--- src/rtl/dlx_muldiv_unit_if.sv ---
// Request/result bundle between the ID stage and the iterative multiply/divide unit.
interface dlx_muldiv_unit_if #(
   parameter int WIDTH = 32
);
   // start is sampled only while busy is low; busy stays high from the accepting
   // edge until the edge after done, and done is a one-cycle pulse qualifying hi/lo/div_by_zero.
   logic             start;
   logic [1:0]       op;
   logic [WIDTH-1:0] a;
   logic [WIDTH-1:0] b;
   logic             kill;
   logic             busy;
   logic             done;
   logic [WIDTH-1:0] hi;
   logic [WIDTH-1:0] lo;
   logic             div_by_zero;
   logic [1:0]       state;

   modport master (
      output start, op, a, b, kill,
      input  busy, done, hi, lo, div_by_zero, state
   );

   modport slave (
      input  start, op, a, b, kill,
      output busy, done, hi, lo, div_by_zero, state
   );
endinterface

--- src/rtl/dlx_muldiv_unit.sv ---
// Iterative radix-2 multiply/divide unit: MULT/MULTU shift-add, DIV/DIVU restoring divide.
// State advances on the falling clock edge to line up with the pipeline interstage registers.
module dlx_muldiv_unit #(
   parameter int WIDTH = 32,
   parameter int CNT_W = $clog2(WIDTH + 1)
) (
   input logic              clk,
   input logic              rst_n,
   dlx_muldiv_unit_if.slave bus
);
   typedef enum logic [1:0] {IDLE = 2'd0, CALC = 2'd1, FIX = 2'd2, DONE = 2'd3} state_t;

   state_t             state;
   logic [CNT_W-1:0]   cnt;
   logic               is_div;
   logic               neg_res;
   logic               neg_rem;
   logic [WIDTH-1:0]   m;
   logic [WIDTH:0]     acc;
   logic [WIDTH-1:0]   q;
   logic               busy_q;
   logic               done_q;
   logic               dbz_q;
   logic [WIDTH-1:0]   hi_q;
   logic [WIDTH-1:0]   lo_q;

   logic               a_neg;
   logic               b_neg;
   logic [WIDTH-1:0]   a_mag;
   logic [WIDTH-1:0]   b_mag;
   logic               b_zero;
   logic [WIDTH:0]     mul_sum;
   logic [WIDTH:0]     div_shift;
   logic [WIDTH:0]     div_diff;
   logic               div_ge;
   logic [2*WIDTH-1:0] prod_fix;
   logic [WIDTH-1:0]   quo_fix;
   logic [WIDTH-1:0]   rem_fix;

   // Both operations run on magnitudes; signs are re-applied once in FIX.
   always_comb begin
      a_neg     = ~bus.op[0] & bus.a[WIDTH-1];
      b_neg     = ~bus.op[0] & bus.b[WIDTH-1];
      a_mag     = a_neg ? -bus.a : bus.a;
      b_mag     = b_neg ? -bus.b : bus.b;
      b_zero    = (bus.b == '0);
      mul_sum   = acc + (q[0] ? {1'b0, m} : '0);
      div_shift = {acc[WIDTH-1:0], q[WIDTH-1]};
      div_ge    = (div_shift >= {1'b0, m});
      div_diff  = div_shift - {1'b0, m};
      prod_fix  = neg_res ? -{acc[WIDTH-1:0], q} : {acc[WIDTH-1:0], q};
      quo_fix   = neg_res ? -q : q;
      rem_fix   = neg_rem ? -acc[WIDTH-1:0] : acc[WIDTH-1:0];
   end

   always_ff @(negedge clk or negedge rst_n) begin
      if (!rst_n) begin
         state   <= IDLE;
         cnt     <= '0;
         is_div  <= 1'b0;
         neg_res <= 1'b0;
         neg_rem <= 1'b0;
         m       <= '0;
         acc     <= '0;
         q       <= '0;
         busy_q  <= 1'b0;
         done_q  <= 1'b0;
         dbz_q   <= 1'b0;
         hi_q    <= '0;
         lo_q    <= '0;
      end else begin
         case (state)
            IDLE: begin
               if (bus.start && !bus.kill) begin
                  is_div  <= bus.op[1];
                  neg_res <= a_neg ^ b_neg;
                  neg_rem <= a_neg;
                  m       <= b_mag;
                  q       <= a_mag;
                  acc     <= '0;
                  cnt     <= CNT_W'(WIDTH);
                  busy_q  <= 1'b1;
                  if (bus.op[1] && b_zero) begin
                     state  <= DONE;
                     done_q <= 1'b1;
                     dbz_q  <= 1'b1;
                     hi_q   <= bus.a;
                     lo_q   <= '1;
                  end else begin
                     state <= CALC;
                  end
               end
            end
            CALC: begin
               if (bus.kill) begin
                  state  <= IDLE;
                  busy_q <= 1'b0;
               end else begin
                  if (is_div) begin
                     acc <= div_ge ? div_diff : div_shift;
                     q   <= {q[WIDTH-2:0], div_ge};
                  end else begin
                     acc <= {1'b0, mul_sum[WIDTH:1]};
                     q   <= {mul_sum[0], q[WIDTH-1:1]};
                  end
                  cnt <= cnt - CNT_W'(1);
                  if (cnt == CNT_W'(1)) state <= FIX;
               end
            end
            FIX: begin
               if (bus.kill) begin
                  state  <= IDLE;
                  busy_q <= 1'b0;
               end else begin
                  state  <= DONE;
                  done_q <= 1'b1;
                  dbz_q  <= 1'b0;
                  if (is_div) begin
                     hi_q <= rem_fix;
                     lo_q <= quo_fix;
                  end else begin
                     hi_q <= prod_fix[2*WIDTH-1:WIDTH];
                     lo_q <= prod_fix[WIDTH-1:0];
                  end
               end
            end
            DONE: begin
               state  <= IDLE;
               busy_q <= 1'b0;
               done_q <= 1'b0;
               dbz_q  <= 1'b0;
            end
            default: state <= IDLE;
         endcase
      end
   end

   assign bus.busy        = busy_q;
   assign bus.done        = done_q;
   assign bus.div_by_zero = dbz_q;
   assign bus.hi          = hi_q;
   assign bus.lo          = lo_q;
   assign bus.state       = state;
endmodule
--- src/flat_wrapper.sv ---
// flat-port wrapper written by rule: the top's interface ports become plain ports
module dlx_muldiv_unit_flat 
#(
   parameter int WIDTH = 32,
   parameter int CNT_W = $clog2(WIDTH + 1)
)
  (clk, rst_n, bus_start, bus_op, bus_a, bus_b, bus_kill, bus_busy, bus_done, bus_hi, bus_lo, bus_div_by_zero, bus_state);
  dlx_muldiv_unit_if #(.WIDTH(WIDTH)) bus_i ();
  input logic clk;
  input logic rst_n;
  input wire logic [$bits(bus_i.start)-1:0] bus_start;
  input wire logic [$bits(bus_i.op)-1:0] bus_op;
  input wire logic [$bits(bus_i.a)-1:0] bus_a;
  input wire logic [$bits(bus_i.b)-1:0] bus_b;
  input wire logic [$bits(bus_i.kill)-1:0] bus_kill;
  output wire logic [$bits(bus_i.busy)-1:0] bus_busy;
  output wire logic [$bits(bus_i.done)-1:0] bus_done;
  output wire logic [$bits(bus_i.hi)-1:0] bus_hi;
  output wire logic [$bits(bus_i.lo)-1:0] bus_lo;
  output wire logic [$bits(bus_i.div_by_zero)-1:0] bus_div_by_zero;
  output wire logic [$bits(bus_i.state)-1:0] bus_state;
  assign bus_i.start = bus_start;
  assign bus_i.op = bus_op;
  assign bus_i.a = bus_a;
  assign bus_i.b = bus_b;
  assign bus_i.kill = bus_kill;
  assign bus_busy = bus_i.busy;
  assign bus_done = bus_i.done;
  assign bus_hi = bus_i.hi;
  assign bus_lo = bus_i.lo;
  assign bus_div_by_zero = bus_i.div_by_zero;
  assign bus_state = bus_i.state;
  dlx_muldiv_unit #(.WIDTH(WIDTH), .CNT_W(CNT_W)) u_core (.clk(clk), .rst_n(rst_n), .bus(bus_i));
endmodule
--- config.mk ---
export PLATFORM = sky130hd
export DESIGN_NAME = dlx_muldiv_unit_flat
export DESIGN_NICKNAME = d
export VERILOG_FILES = /design/src/rtl/dlx_muldiv_unit_if.sv /design/src/rtl/dlx_muldiv_unit.sv /design/src/flat_wrapper.sv
export SDC_FILE = /design/constraint.sdc
export NUM_CORES = 1
export LEC_CHECK = 0
export BUFFER_PORTS_ARGS = -buffer_cell sky130_fd_sc_hd__buf_2
export CELL_PAD_IN_SITES_DETAIL_PLACEMENT = 1
export CELL_PAD_IN_SITES_GLOBAL_PLACEMENT = 1
export CORE_ASPECT_RATIO = 0.7
export CORE_MARGIN = 10
export CORE_UTILIZATION = 43
export DETAILED_ROUTE_END_ITERATION = 6
export PLACE_DENSITY = 0.82
export SETUP_SLACK_MARGIN = 0.2
export SYNTH_ARGS = -nofsm -noshare
export SYNTH_HDL_FRONTEND = slang
export SYNTH_SLANG_ARGS = --single-unit
--- constraint.sdc ---
create_clock -name clk -period 4 [get_ports clk]
set_clock_uncertainty 0.1 [all_clocks]
set_input_delay 0.2 -clock clk [delete_from_list [all_inputs] [get_ports clk]]
set_output_delay 0.2 -clock clk [all_outputs]
set_load 0.02 [all_outputs]
Word-level counts from Yosys, hierarchy flattened --
Cells that the tools add are included.
Word-level totals: bits in registers 175, bits of input ports 70, output and inout bits 69, word-level logic and storage cells 94
Operators by class: add/subtract/negate cells 8, order comparisons 1, equal/unequal tests 10, mux-type cells 43, bitwise operators 4, reduce and logical (&&, ||, !) cells 15
Operators with widths (count):
- $mux W32 | 16
- $pmux W32 S2 | 3
- $mux W33 | 4
- $neg A32 Y32 | 4
- $pmux W33 S2 | 1
- $mux W64 | 1
- $neg A64 Y64 | 1
- $add A33 B33 Y33 | 1
- $ge A33 B32 Y1 | 1
- $sub A33 B32 Y33 | 1
- $logic_not A32 Y1 | 1
- $mux W6 | 2
- $pmux W6 S2 | 1
- $mux W2 | 5
- $pmux W1 S3 | 3
- $pmux W2 S4 | 1
- $reduce_and A4 Y1 | 2
- $eq A6 B1 Y1 const B | 1
- $mux W1 | 6
- $ne A2 B1 Y1 const B | 3
- $reduce_and A2 Y1 | 3
- $sub A6 B1 Y6 const B | 1
- $eq A2 B2 Y1 const B | 2
- $ne A2 B2 Y1 const B | 2
- other kinds (12) | 15

Logic depth before layout (Yosys ltp) --
depth after elaboration 5, depth in mapped cells 16, depth with buffers taken out 14

==> metrics.md <==
| Metric | Value |
|---|---|
| Smallest hold slack | `336 ps` |
| Count of unique library cells instantiated by Yosys | `80` |
| Post-synth EDFFs | `0` |
| Final hold viol count | `0` |
| Clock latency on the worst-skew pair | `460 ps` |
| Wire length of the first global-routing pass | `101000 um` |
| Htree depth | `4` |
| Final count of negative-setup-slack endpoints | `around 80` |
| Worst setup startpoint | `bus_a[8]` |
| Remaining DRCs | `0` |
| Transition time at the pin with the least slew margin | `between 900 and 1000 ps` |
| Final wirelength | `75700 um` |
| Non-Filler Instances | `2660` |
| Pin count of the biggest net entering global routing | `94` |
| Starting Density | `43.8%` |
| Dominant combinational cell family by area after synthesis | `compound AO/OA/AOI/OAI gates` |
| Hold path startpoint | `u_core.m[18]$_DFFE_NN0P_` |
| Synthesized net count | `2031` |
| Number of instances in the synthesized netlist | `1885` |
| Setup slack after layout | `-573 ps` |
| Post-detailed-route via-to-cell ratio | `between 6 and 7` |
| Most common cell after layout, fill and taps aside | `nand2_1` |
| Via count of the first global-routing pass | `roughly 17000` |
| Share of post-route cells with drive strength above 1 | `29.0%` |
| Primary flip-flop cell chosen by synthesis mapping | `dfrtn_1` |
| Multiplexer area fraction after synthesis | `3.83%` |
| Sequential area share after synthesis | `29.7%` |
| Violated checks | `negative setup slack` |
| Worst setup path category | `in -> reg` |
| Global routing usage summed across all routing layers | `a little under a third` |
| Floorplan row count | `56` |
| Type of destination of the critical path | `flop` |
| Final weighted congestion of routability-driven global placement | `1.00` |
| Sink count of the clock tree | `175` |
| Core footprint | `0.0337 mm2` |
| Die height | `175 um` |
| Number of buffers created by CTS | `17` |
| Post-synthesis instance area | `0.0148 mm2` |
| DRT Pass-1 Iters | `6` |
| R2R Path Start | `u_core.q[6]$_DFFE_NN0P_` |
| Worst supply voltage drop on vdd | `between 500 and 600 uV` |
| Area share of and/or/nand/nor cells after synthesis | `19.8%` |
| Critical path data required time | `2300 ps` |
| Count of boundary I/O pins | `between 100 and 150` |
| Fraction of the mapped netlist area in compound gates | `between 20 and 25%` |
| Category of the worst setup path launch point | `input port` |
| Unrepaired setup endpoints after global routing | `true` |
| Final Max Slew Viols | `0` |
| Number of buffers inserted by hold repair at cts | `0` |
| Outcome | `complete, but fails checks` |
| Top fanout value on the critical path | `2` |
| Buffer levels on the longest clock path | `2` |
| Hold crit path type | `reg -> reg` |
| Adder and majority cell fraction of the synthesized area | `6.55%` |
| Remaining number of nets flagged by the antenna check after routing | `0` |
| Share of synthesized registers carrying an async set or reset | `100%` |
| Xor and xnor fraction of the mapped netlist area | `10.6%` |
| Vias | `17600` |
| Congestion Overflow GR | `0` |
| Commonest cells after routing, fill and taps aside | `nand2_1, buf_4, dfrtn_1, o21ai_0, nor2_1` |
| Worst slew slack as a fraction of its limit | `37.5%` |
| CTS tree | `yes` |
| Number of register bits inferred by synthesis | `175` |
| Fill cell instance count of the final layout | `around 3900` |
| Data arrival, critical path | `around 2900 ps` |
| Power density over the cells | `slightly above 900 mW/mm2` |
| Number of input and output port buffers inserted | `138` |
| Synth warnings | `0` |
| Avg Cell Area, Syn | `7.83 um2` |
| DP Wirelength | `45000 um` |
| Chip width | `approximately 240 um` |
| 1st-iter DRT viols | `2395` |
| Clock slew seen by the registers of the worst setup and hold paths | `approximately 70 ps` |
| # placed instances | `2552` |
| Number of nets in the finished design | `2326` |
| Static Leakage | `roughly 9 nW` |
| Clock root buffer master | `clkbuf_16` |
| Number of antenna violations at the first check in global routing | `2` |
| P&R area growth vs syn | `35.2%` |
| Die area | `between 0.04 and 0.05 mm2` |
| DR WL/cell | `~28 um` |
| Max Cap Viol | `0` |
[cells by family (layout without fill, tap and decap cells)]
logic type               count (synthesis)  in the layout
buffers and inverters                  187            495
flip-flops                             175            175
adder cells (fa/ha/maj)                 76             76
other                                    0              3
XOR/XNOR                               179            179
multiplexers                            56             56
AND/OR/NAND/NOR                        624            624
AO/OA/AOI/OAI                          588            588
[per-stage QoR]
stage	setup slack, ps	area, um2	util, %	total power, mW	setup TNS (ps)
after global placement	-759	17200	50.9	13.4	-51100
after detailed placement	-850	17200	50.9	13.9	-62120
after floorplan	-409	15000	-	10.4	-15950
final	-573	19900	59.2	18.6	-25990
after global routing	-524	19900	59.1	19.3	-29700
after CTS	-315	18700	55.6	16.5	-18370
[flip-flops by register name, indices dropped and copies added (netlist names), 2 cells and up]
name	cells
u_core.acc	33
u_core.cnt	6
u_core.q	32
u_core.bus.hi	32
u_core.m	32
u_core.bus.state	2
u_core.bus.lo	32
[critical path, stage by stage]
cell      delay [ps]
buf_2            110
or3_4            370
or2_4            260
nor4_4           290
buf_4            240
nand3_4           80
or4_4            480
buf_6            160
buf_6            110
nor3_4           120
o211ai_1         160
o211ai_1         280
[worst paths after layout]
path                                                 endpoint  slack, ps  depth (start not counted)
worst max-delay path                 u_core.q[31]$_DFFE_NN0P_       -570                         12
worst min-delay path                 u_core.m[18]$_DFFE_NN0P_        340                          2
worst max register to register  u_core.bus.hi[27]$_DFFE_NN0P_          0                         10
worst min register to register       u_core.m[18]$_DFFE_NN0P_        340                          2
max in group asynchronous          u_core.acc[21]$_DFFE_NN0P_       1400                          2
min in group asynchronous        u_core.bus.hi[3]$_DFFE_NN0P_       1480                          1
[synth_stat cells (27+ instances only)]
| master | count | area (um2) |
|---|---|---|
| xnor2_1 | 107 | 937 |
| o31ai_1 | 27 | 203 |
| mux2i_1 | 52 | 521 |
| dfrtn_1 | 175 | 4380 |
| clkbuf_1 | 79 | 297 |
| nor2_1 | 151 | 567 |
| o21ai_0 | 235 | 1180 |
| a21oi_1 | 117 | 586 |
| xor2_1 | 72 | 631 |
| a21o_1 | 31 | 233 |
| inv_1 | 73 | 274 |
| nand3_1 | 42 | 210 |
| ha_1 | 74 | 926 |
| nand2_1 | 270 | 1010 |
[where the power goes]
part	switching (mW)	leakage [nW]	total (mW)	internal, mW
Sequential	1.07	2.09	3.63	2.56
Combinational	8.14	6.42	13.0	4.89
Clock	0.993	0.298	1.90	0.910
Total	10.2	8.80	18.6	8.37
[layer usage]
layer,vias up,global-route usage (%),routed length [um]
met4,0,9.90,4020
met3,353,7.84,7920
li1,7315,-,-
met5,-,0,0
met2,1192,48.0,34200
met1,8766,39.6,29500
[area by class of cell]
type                            count  area, um2  share of cell area [%]
Antenna cell                        3       7.51                  0.0376
Timing Repair inverter              1       5.00                  0.0251
Tap cell                          464        581                    2.91
Clock inverter                     15        184                   0.922
Clock buffer                       17        425                    2.13
Timing Repair Buffer              388       3260                    16.3
Sequential cell                   175       4380                    22.0
Multi-Input combinational cell   1523      10800                    54.2
Inverter                           74        284                    1.42
[timing repair]
item / CTS / global route
setup buffers: 25 / 31
resized for setup: 110 / 199
setup endpoints to repair: 90 / 116
pin swaps: 35 / 74
gates cloned: 13 / 4
Power figures use the tool's default switching activity.
